[src/rtl/usb_ring_pkg.sv]
`default_nettype none
// ============================================================================
// Module   : usb_ring_pkg
// Brief    : Shared constants and types for the capture-ring reader.
// Revision : 1.0 - initial release
// ============================================================================
package usb_ring_pkg;

    localparam int RING_ADDR_W   = 14;
    localparam int HDR_BYTES     = 2;
    localparam int MAX_FRAME_LEN = (2 ** RING_ADDR_W) - 2;
    localparam int RING_PTR_W    = RING_ADDR_W + 1;

    typedef logic [RING_PTR_W-1:0] ring_ptr_t;

    typedef enum logic [1:0] {
        HDR_LO  = 2'd0,
        HDR_HI  = 2'd1,
        PAYLOAD = 2'd2,
        HALT    = 2'd3
    } rd_state_t;

endpackage
`default_nettype wire

[src/rtl/usb_ring_reader_skid_fifo.sv]
`default_nettype none
// ============================================================================
// Module   : ring_rd_skid_fifo
// Brief    : Two-entry FIFO catching BRAM read returns ahead of the parser.
// Revision : 1.0 - initial release
// ============================================================================
module ring_rd_skid_fifo #(
    parameter int DATA_WIDTH = 8
) (
    input  logic                  clk,
    input  logic                  rst,
    input  logic                  i_clr,
    input  logic                  i_push,
    input  logic [DATA_WIDTH-1:0] i_push_data,
    input  logic                  i_pop,
    output logic [DATA_WIDTH-1:0] o_head,
    output logic [1:0]            o_count
);

    logic [DATA_WIDTH-1:0] r_mem [2];
    logic                  r_wr_idx;
    logic                  r_rd_idx;
    logic [1:0]            r_count;

    always_ff @(posedge clk or posedge rst) begin
        if (rst) begin
            r_mem[0] <= '0;
            r_mem[1] <= '0;
            r_wr_idx <= 1'b0;
            r_rd_idx <= 1'b0;
            r_count  <= 2'd0;
        end else if (i_clr) begin
            r_wr_idx <= 1'b0;
            r_rd_idx <= 1'b0;
            r_count  <= 2'd0;
        end else begin
            if (i_push) begin
                r_mem[r_wr_idx] <= i_push_data;
                r_wr_idx        <= ~r_wr_idx;
            end
            if (i_pop) begin
                r_rd_idx <= ~r_rd_idx;
            end
            r_count <= r_count + {1'b0, i_push} - {1'b0, i_pop};
        end
    end

    assign o_head  = r_mem[r_rd_idx];
    assign o_count = r_count;

endmodule
`default_nettype wire

[src/rtl/usb_ring_reader.sv]
`default_nettype none
// ============================================================================
// Module   : usb_ring_reader
// Brief    : Walks the capture ring behind the writer and streams frame payloads.
// Revision : 1.0 - initial release
// ============================================================================
module usb_ring_reader
    import usb_ring_pkg::*;
#(
    parameter int ADDR_WIDTH = RING_ADDR_W,
    parameter int DATA_WIDTH = 8
) (
    input  logic                  clk,
    input  logic                  rst,
    input  logic [ADDR_WIDTH:0]   wr_ptr,
    input  logic                  flush,
    output logic [ADDR_WIDTH:0]   rd_ptr,
    output logic [ADDR_WIDTH-1:0] bram_addr_b,
    input  logic [DATA_WIDTH-1:0] bram_dout_b,
    output logic [DATA_WIDTH-1:0] m_data,
    output logic                  m_valid,
    output logic                  m_last,
    input  logic                  m_ready,
    output logic                  frame_err
);

    localparam logic [ADDR_WIDTH:0]     c_ptr_one = (ADDR_WIDTH + 1)'(1);
    localparam logic [2*DATA_WIDTH-1:0] c_len_one = (2 * DATA_WIDTH)'(1);
    localparam logic [31:0]             c_max_len = 32'((2 ** ADDR_WIDTH) - 2);

    rd_state_t               r_state;
    logic [ADDR_WIDTH:0]     r_issue_ptr;
    logic [ADDR_WIDTH:0]     r_rd_ptr;
    logic                    r_in_flight;
    logic                    r_frame_err;
    logic [DATA_WIDTH-1:0]   r_len_lo;
    logic [2*DATA_WIDTH-1:0] r_remaining;

    logic [DATA_WIDTH-1:0]   w_head;
    logic [1:0]              w_count;
    logic                    w_nonempty;
    logic                    w_pop;
    logic                    w_issue;
    logic [2:0]              w_occupancy;
    logic [2*DATA_WIDTH-1:0] w_len;

    ring_rd_skid_fifo #(
        .DATA_WIDTH (DATA_WIDTH)
    ) u_skid_fifo (
        .clk         (clk),
        .rst         (rst),
        .i_clr       (flush),
        .i_push      (r_in_flight),
        .i_push_data (bram_dout_b),
        .i_pop       (w_pop),
        .o_head      (w_head),
        .o_count     (w_count)
    );

    assign w_nonempty = (w_count != 2'd0);

    always_comb begin
        w_pop = 1'b0;
        case (r_state)
            HDR_LO, HDR_HI: w_pop = w_nonempty;
            PAYLOAD:        w_pop = w_nonempty && m_ready;
            default:        w_pop = 1'b0;
        endcase
    end

    // Reads already landed or still returning both count against the two FIFO slots.
    assign w_occupancy = {1'b0, w_count} + {2'b00, r_in_flight} - {2'b00, w_pop};
    assign w_issue     = (r_issue_ptr != wr_ptr) && (r_state != HALT) && (w_occupancy < 3'd2);
    assign w_len       = {w_head, r_len_lo};

    always_ff @(posedge clk or posedge rst) begin
        if (rst) begin
            r_state     <= HDR_LO;
            r_issue_ptr <= '0;
            r_rd_ptr    <= '0;
            r_in_flight <= 1'b0;
            r_frame_err <= 1'b0;
            r_len_lo    <= '0;
            r_remaining <= '0;
        end else if (flush) begin
            r_state     <= HDR_LO;
            r_issue_ptr <= wr_ptr;
            r_rd_ptr    <= wr_ptr;
            r_in_flight <= 1'b0;
            r_frame_err <= 1'b0;
        end else begin
            r_in_flight <= w_issue;
            if (w_issue) begin
                r_issue_ptr <= r_issue_ptr + c_ptr_one;
            end
            if (w_pop) begin
                r_rd_ptr <= r_rd_ptr + c_ptr_one;
            end
            case (r_state)
                HDR_LO: begin
                    if (w_nonempty) begin
                        r_len_lo <= w_head;
                        r_state  <= HDR_HI;
                    end
                end
                HDR_HI: begin
                    if (w_nonempty) begin
                        if (w_len == '0) begin
                            r_state <= HDR_LO;
                        end else if (32'(w_len) > c_max_len) begin
                            r_state     <= HALT;
                            r_frame_err <= 1'b1;
                        end else begin
                            r_state     <= PAYLOAD;
                            r_remaining <= w_len;
                        end
                    end
                end
                PAYLOAD: begin
                    if (w_pop) begin
                        r_remaining <= r_remaining - c_len_one;
                        if (r_remaining == c_len_one) begin
                            r_state <= HDR_LO;
                        end
                    end
                end
                default: ;
            endcase
        end
    end

    assign bram_addr_b = r_issue_ptr[ADDR_WIDTH-1:0];
    assign rd_ptr      = r_rd_ptr;
    assign frame_err   = r_frame_err;
    assign m_valid     = (r_state == PAYLOAD) && w_nonempty;
    assign m_data      = w_head;
    assign m_last      = m_valid && (r_remaining == c_len_one);

endmodule
`default_nettype wire

[config.mk]
export PLATFORM = sky130hd
export DESIGN_NAME = usb_ring_reader
export DESIGN_NICKNAME = d
export VERILOG_FILES = /design/src/rtl/usb_ring_pkg.sv /design/src/rtl/usb_ring_reader_skid_fifo.sv /design/src/rtl/usb_ring_reader.sv
export SDC_FILE = /design/constraint.sdc
export NUM_CORES = 1
export LEC_CHECK = 0
export ABC_AREA = 1
export CORE_AREA = 2 2 100 102
export CTS_BUF_LIST = sky130_fd_sc_hd__clkbuf_16
export DETAILED_ROUTE_END_ITERATION = 8
export DIE_AREA = 0 0 102 104
export PLACE_DENSITY = 0.84
export SLEW_MARGIN = 20
export SYNTH_ARGS = -nofsm -noshare
export SYNTH_HDL_FRONTEND = slang
export SYNTH_SLANG_ARGS = --single-unit
[constraint.sdc]
create_clock -name clk -period 3.4 [get_ports clk]
set_input_delay 0.68 -clock clk [delete_from_list [all_inputs] [get_ports clk]]
set_output_delay 0.68 -clock clk [all_outputs]
set_load 0.02 [all_outputs]
==> results of run 1 <==
## path summary, 6_finish.rpt
kind | end
setup / recovery | m_last
setup reg to reg | r_issue_ptr[4]$_DFFE_PP0P_
hold / removal | r_remaining[1]$_DFFE_PP0P_
max in group asynchronous | frame_err$_DFFE_PP0P_
min in group asynchronous | u_skid_fifo.r_mem[9]$_DFFE_PP0P_
hold reg to reg | r_remaining[1]$_DFFE_PP0P_
## stage by stage
| step | hold WS [ns] | total power (uW) |
|---|---|---|
| 4_1_cts | 0.475 | 5760 |
| 5_1_grt | 0.505 | 6220 |
| 3_3_place_gp | 0.459 | 4640 |
| 3_5_place_dp | 0.459 | 4760 |
| 2_1_floorplan | 0.442 | 3800 |
| 6_report | 0.481 | 5790 |
## cell usage after synthesis, types with 2 or more instances
| cell | count |
|---|---|
| o211ai_1 | 5 |
| inv_2 | 6 |
| clkbuf_1 | 11 |
| nor2_1 | 65 |
| xor2_1 | 24 |
| nand3_1 | 69 |
| nor3_1 | 6 |
| xnor2_1 | 8 |
| a21oi_1 | 7 |
| dfrtp_1 | 78 |
| nor3_2 | 2 |
| a21oi_2 | 2 |
| nand3_4 | 2 |
| o21ai_1 | 2 |
| nand2_4 | 2 |
| inv_1 | 69 |
| buf_4 | 15 |
| nand2_1 | 267 |
| nand4_1 | 15 |
| ha_1 | 10 |
| nand2_2 | 12 |
| o21ai_0 | 45 |
| buf_2 | 4 |
| o21bai_1 | 6 |
## worst max-delay path: cells and delay by family (launching register included)
family	cells	cell delay, ns
buffers and inverters	4	1.12
AND/OR/NAND/NOR	2	0.50
flip-flops	1	0.41
adder cells (fa/ha/maj)	1	0.17
## layout make-up
type	count	share of cell area (%)
flip-flops and latches	78	31.5
repair buffers	75	12.2
clock buffers	9	3.63
multi-input cells	560	44.3
well taps	133	2.69
inverters	76	4.60
clock inverters	7	1.17
## power by group through the flow
stage	sequential, uW	combinational (uW)	clock [uW]
after floorplan	1700	2100	0
after global placement	1740	2890	0
after detailed placement	1760	3000	0
after CTS	1750	3030	980
after global routing	1810	3390	1020
final	1760	3050	981
## cell families after synthesis
group	synth area share [%]
compound gates	7.75
xor+xnor	5.41
flops	37.7
simple gates	37.0
buf+inv	9.37
fa+ha+maj	2.80
## metal layers
layer / part of all wire [%] / track usage, % / vias to the layer above
met4: 1.7 / 9.81 / 0
met3: 6.9 / 3.23 / 21
li1: - / - / 2458
met5: 0 / 0 / -
met2: 47 / 40.4 / 204
met1: 44 / 39.2 / 2313
## registers in the layout, indices dropped and copies added (netlist names)
name,flops
u_skid_fifo.o_count,2
r_remaining,16
frame_err,1
r_in_flight,1
u_skid_fifo.r_rd_idx,1
u_skid_fifo.r_wr_idx,1
r_len_lo,8
rd_ptr,15
u_skid_fifo.r_mem,16
r_issue_ptr,15
r_state,2
==> impl_metrics.env, run 1 <==
export IMPL_status="completed"
export IMPL_cts_root_buffer="clkbuf_16"
export IMPL_yosysTopAreaCell="dfrtp_1"
export IMPL_multi_input_area_mm2=0.00274
export IMPL_worstHoldPathCells=2
export IMPL_finClkSkew_ns=0.0100
export IMPL_placed_cell_area_mm2=0.00590
export IMPL_cts_tree="done"
export IMPL_final_core_util_pct=64.9
export IMPL_syn_num_nets=784
export IMPL_wl_mm=13.6
export IMPL_p_leak_uw=0.00304
export IMPL_cts_buffer_depth=2
export IMPL_hp_start="r_remaining[1]$_DFFE_PP0P_"
export IMPL_vias_per_cell=5.33
export IMPL_swShare_pct=47.2
export IMPL_drv_cap=0
export IMPL_slew_viol_final=0
export IMPL_critPathLaunchType="flop"
export IMPL_drt_initial_drc_count=363
export IMPL_ys_types=38
export IMPL_synthFlopType="dfrtp_1"
export IMPL_drive_gt1_share_pct=6.71
export IMPL_antenna_found_initial=0
export IMPL_synth_top_area_share_pct=37.7
export IMPL_insertion_delay_ns=0.34
export IMPL_rsz0062_at_grt="no"
export IMPL_reg2reg_setup_slack_ns=0.36
export IMPL_overflow=0
export IMPL_post_cts_buffers=0
export IMPL_finalCritPeriodShare_pct=94.8
export IMPL_netlist_instances=746
export IMPL_hold_class="flop to flop"
export IMPL_relSlewSlack_pct=40.4
export IMPL_vdd_ir_drop_max_v=0.000515
export IMPL_final_cell_mix="nand2_1 (267), dfrtp_1 (78), nand3_1 (69), inv_1 (68), clkdlybuf4s50_1 (66)"
export IMPL_synth_async_reset_ratio_pct=100
export IMPL_grt_total_usage_pct=26.7
export IMPL_worstMarginPinSlew_ns=0.892
export IMPL_netlist_area_mm2=0.00518
export IMPL_seq_area_mm2=0.00195
export IMPL_slowest_stage="clkdlybuf4s50_1"
export IMPL_cpPeakStageDelay_ns=0.60
export IMPL_yosysSeqAreaShare_pct=37.7
export IMPL_fp_row_count=36
export IMPL_path_class="flop to output pin"
export IMPL_numPortBuffers=66
export IMPL_syn_avg_cell_area_um2=6.94
export IMPL_startpoint="r_state[0]$_DFFE_PP0P_"
export IMPL_ys_warnings_count=0
export IMPL_pwr_share_clk_pct=16.9
export IMPL_cp_max_fo=19
export IMPL_wire_per_inst_um=14.5
export IMPL_final_area_mm2=0.00620
export IMPL_numCtsBuffers=9
export IMPL_grt_pass1_vias=4839
export IMPL_cp_cell_sequence="inv_1 > ha_1 > buf_4 > inv_2 > nor2_1 > and3_1 > clkdlybuf4s50_1"
export IMPL_stdcell_count=938
export IMPL_critical_path_required_ns=2.72
export IMPL_synth_seq_cells=78
export IMPL_antennaDiodeCount=0
export IMPL_tns_ns=0
export IMPL_area_delta_synth_final_pct=19.6
export IMPL_synthTopCellsByArea="dfrtp_1 (38%), nand2_1 (19%), nand3_1 (6.7%)"
export IMPL_drtAntennaViolNets=0
export IMPL_mostFrequentLayoutCell="nand2_1"
export IMPL_pre_cts_ws_ns=0.0191
export IMPL_drc=0
export IMPL_setup_viol=0
export IMPL_vias=4996
export IMPL_timing_hold_violations_final=0
export IMPL_layout_min_cycle_time_ns=3.22
export IMPL_initial_core_util_pct=54.2
export IMPL_end_kind="output pin"
export IMPL_h_tree_depth=3
export IMPL_dieArea_mm2=0.0106
export IMPL_core_area_mm2=0.00955
export IMPL_ioPinCount=67
export IMPL_rr_startpoint="r_state[0]$_DFFE_PP0P_"
export IMPL_internal_power_uw=3060
export IMPL_post_place_cells=922
export IMPL_seq_power_share_pct=30.5
export IMPL_final_net_count=838
export IMPL_die_h_um=104
export IMPL_clock_sinks=78
export IMPL_num_fill_cells=814
export IMPL_die_x_um=102
export IMPL_max_freq_mhz=310
export IMPL_clk_pin_slew_worst_paths_ns=0.06
export IMPL_r2r_cells=18
export IMPL_drtPass1Iterations=5
export IMPL_synth_edf_count=0
export IMPL_p_comb_share_pct=52.6
export IMPL_grt_pass1_wl_mm=22.9
export IMPL_critPathArrivalTime_ns=2.54
export IMPL_grt_max_degree=42
export IMPL_power_density_mw_per_mm2=935
export IMPL_p_sw_uw=2730
export IMPL_layout_setup_ws_ns=0.176
export IMPL_cts_resized=0
export IMPL_hpwlAfterDp_mm=9.80
export IMPL_ctsHoldBuffers=0
export IMPL_place_gp_congestion=0.918
Power figures use the tool's default switching activity.
==> run 2: changes to the inputs <==
--- a/config.mk
+++ b/config.mk
@@ -10,6 +10,7 @@
 export CTS_BUF_LIST = sky130_fd_sc_hd__clkbuf_16
 export DETAILED_ROUTE_END_ITERATION = 8
 export DIE_AREA = 0 0 102 104
+export GPL_ROUTABILITY_DRIVEN = 0
 export PLACE_DENSITY = 0.84
 export SLEW_MARGIN = 20
 export SYNTH_ARGS = -nofsm -noshare
==> impl_metrics.env, run 2 (synthesis results as in run 1) <==
export IMPL_end_kind="output pin"
export IMPL_max_freq_mhz=307
export IMPL_startpoint="r_state[0]$_DFFE_PP0P_"
export IMPL_reg2reg_setup_slack_ns=0.35
export IMPL_vdd_ir_drop_max_v=0.000481
export IMPL_finClkSkew_ns=0.00551
export IMPL_drv_cap=0
export IMPL_drive_gt1_share_pct=7.19
export IMPL_drtPass1Iterations=7
export IMPL_vias=5057
export IMPL_cts_tree="done"
export IMPL_drt_initial_drc_count=340
export IMPL_post_cts_buffers=0
export IMPL_insertion_delay_ns=0.34
export IMPL_core_area_mm2=0.00955
export IMPL_drtAntennaViolNets=0
export IMPL_p_leak_uw=0.00305
export IMPL_hold_class="flop to flop"
export IMPL_die_x_um=102
export IMPL_grt_pass1_wl_mm=22.0
export IMPL_path_class="flop to output pin"
export IMPL_finalCritPeriodShare_pct=95.6
export IMPL_worstMarginPinSlew_ns=0.665
export IMPL_rr_startpoint="r_state[0]$_DFFE_PP0P_"
export IMPL_stdcell_count=940
export IMPL_area_delta_synth_final_pct=19.8
export IMPL_grt_max_degree=36
export IMPL_post_place_cells=924
export IMPL_cp_max_fo=19
export IMPL_wl_mm=13.3
export IMPL_initial_core_util_pct=54.2
export IMPL_cts_root_buffer="clkbuf_16"
export IMPL_cp_endpoint="m_last"
export IMPL_setup_viol=0
export IMPL_power_density_mw_per_mm2=935
export IMPL_numCtsBuffers=9
export IMPL_ioPinCount=67
export IMPL_hpwlAfterDp_mm=9.61
export IMPL_critical_path_required_ns=2.72
export IMPL_ctsHoldBuffers=0
export IMPL_die_h_um=104
export IMPL_pre_cts_ws_ns=0.0487
export IMPL_fp_row_count=36
export IMPL_layout_min_cycle_time_ns=3.25
export IMPL_vias_per_cell=5.38
export IMPL_cts_resized=0
export IMPL_drc=0
export IMPL_mostFrequentLayoutCell="nand2_1"
export IMPL_clock_sinks=78
export IMPL_tns_ns=0
export IMPL_layout_setup_ws_ns=0.148
export IMPL_r2r_cells=18
export IMPL_rr_endpoint="r_issue_ptr[7]$_DFFE_PP0P_"
export IMPL_grt_pass1_vias=4671
export IMPL_grt_total_usage_pct=25.7
export IMPL_final_net_count=840
export IMPL_wire_per_inst_um=14.1
export IMPL_clk_pin_slew_worst_paths_ns=0.06
export IMPL_critPathArrivalTime_ns=2.57
export IMPL_relSlewSlack_pct=55.5
export IMPL_overflow=0
export IMPL_status="completed"
export IMPL_timing_hold_violations_final=0
export IMPL_largestRegisters="r_remaining: 16 flops, u_skid_fifo.r_mem: 16 flops"
export IMPL_cts_buffer_depth=2
export IMPL_numPortBuffers=66
export IMPL_rsz0062_at_grt="no"
export IMPL_final_cell_mix="nand2_1 (267), dfrtp_1 (78), nand3_1 (69), inv_1 (68), clkdlybuf4s50_1 (66)"
export IMPL_antennaDiodeCount=0
export IMPL_slew_viol_final=0
export IMPL_whs_ns=0.484
export IMPL_antenna_found_initial=0
export IMPL_h_tree_depth=3
export IMPL_critPathLaunchType="flop"
export IMPL_dieArea_mm2=0.0106
[run 2: changes by cell type in the layout (fill, tap and decap cells not counted), sizes merged]
cell and change:
clkinv -3, buf +2, inv +2, clkinvlp +1
[run 2: worst min path at each step]
stage                               start                    endpoint  slack, ns  depth (start not counted)
2_1_floorplan  r_remaining[1]$_DFFE_PP0P_  r_remaining[1]$_DFFE_PP0P_       0.44                          2
3_3_place_gp   r_remaining[1]$_DFFE_PP0P_  r_remaining[1]$_DFFE_PP0P_       0.46                          2
3_5_place_dp   r_remaining[1]$_DFFE_PP0P_  r_remaining[1]$_DFFE_PP0P_       0.47                          2
4_1_cts        r_remaining[1]$_DFFE_PP0P_  r_remaining[1]$_DFFE_PP0P_       0.48                          2
5_1_grt        r_remaining[1]$_DFFE_PP0P_  r_remaining[1]$_DFFE_PP0P_       0.51                          2
6_report       r_remaining[1]$_DFFE_PP0P_  r_remaining[1]$_DFFE_PP0P_       0.48                          2
[run 2: per-layer routing]
metal	part of all wire [%]	track usage, %
met3	7.5	3.90
met1	44	37.2
met5	0	0
met2	47	39.0
met4	2.0	9.33
[run 2: where the power goes]
group          leakage (uW)  internal [uW]  switching, uW
logic               0.00191           1200           1850
registers          0.000991           1300            462
clock network      0.000149            580            414
total               0.00305           3080           2720
[run 2: layout make-up]
| cell class | instances | area, um2 |
|---|---|---|
| Sequential cell | 78 | 1950 |
| Clock buffer | 9 | 225 |
| Timing Repair Buffer | 77 | 756 |
| Clock inverter | 7 | 80.1 |
| Fill cell | 825 | 3340 |
| Inverter | 76 | 285 |
| Tap cell | 133 | 166 |
| Multi-Input combinational cell | 560 | 2740 |
[run 2: metrics by stage]
stage | total power (uW) | utilization, % | instance area (um2)
5_1_grt | 6240 | 65.0 | 6210
4_1_cts | 5780 | 65.0 | 6210
6_report | 5800 | 65.0 | 6210
3_5_place_dp | 4760 | 61.8 | 5900
2_1_floorplan | 3800 | - | 5180
3_3_place_gp | 4640 | 61.8 | 5900
[run 2: worst max-delay path, stage by stage (launching register included)]
cell and delay, ns:
dfrtp_1 0.41, inv_1 0.11, ha_1 0.17, buf_4 0.24, inv_2 0.18, nor2_1 0.32, and3_1 0.20, clkdlybuf4s50_1 0.60
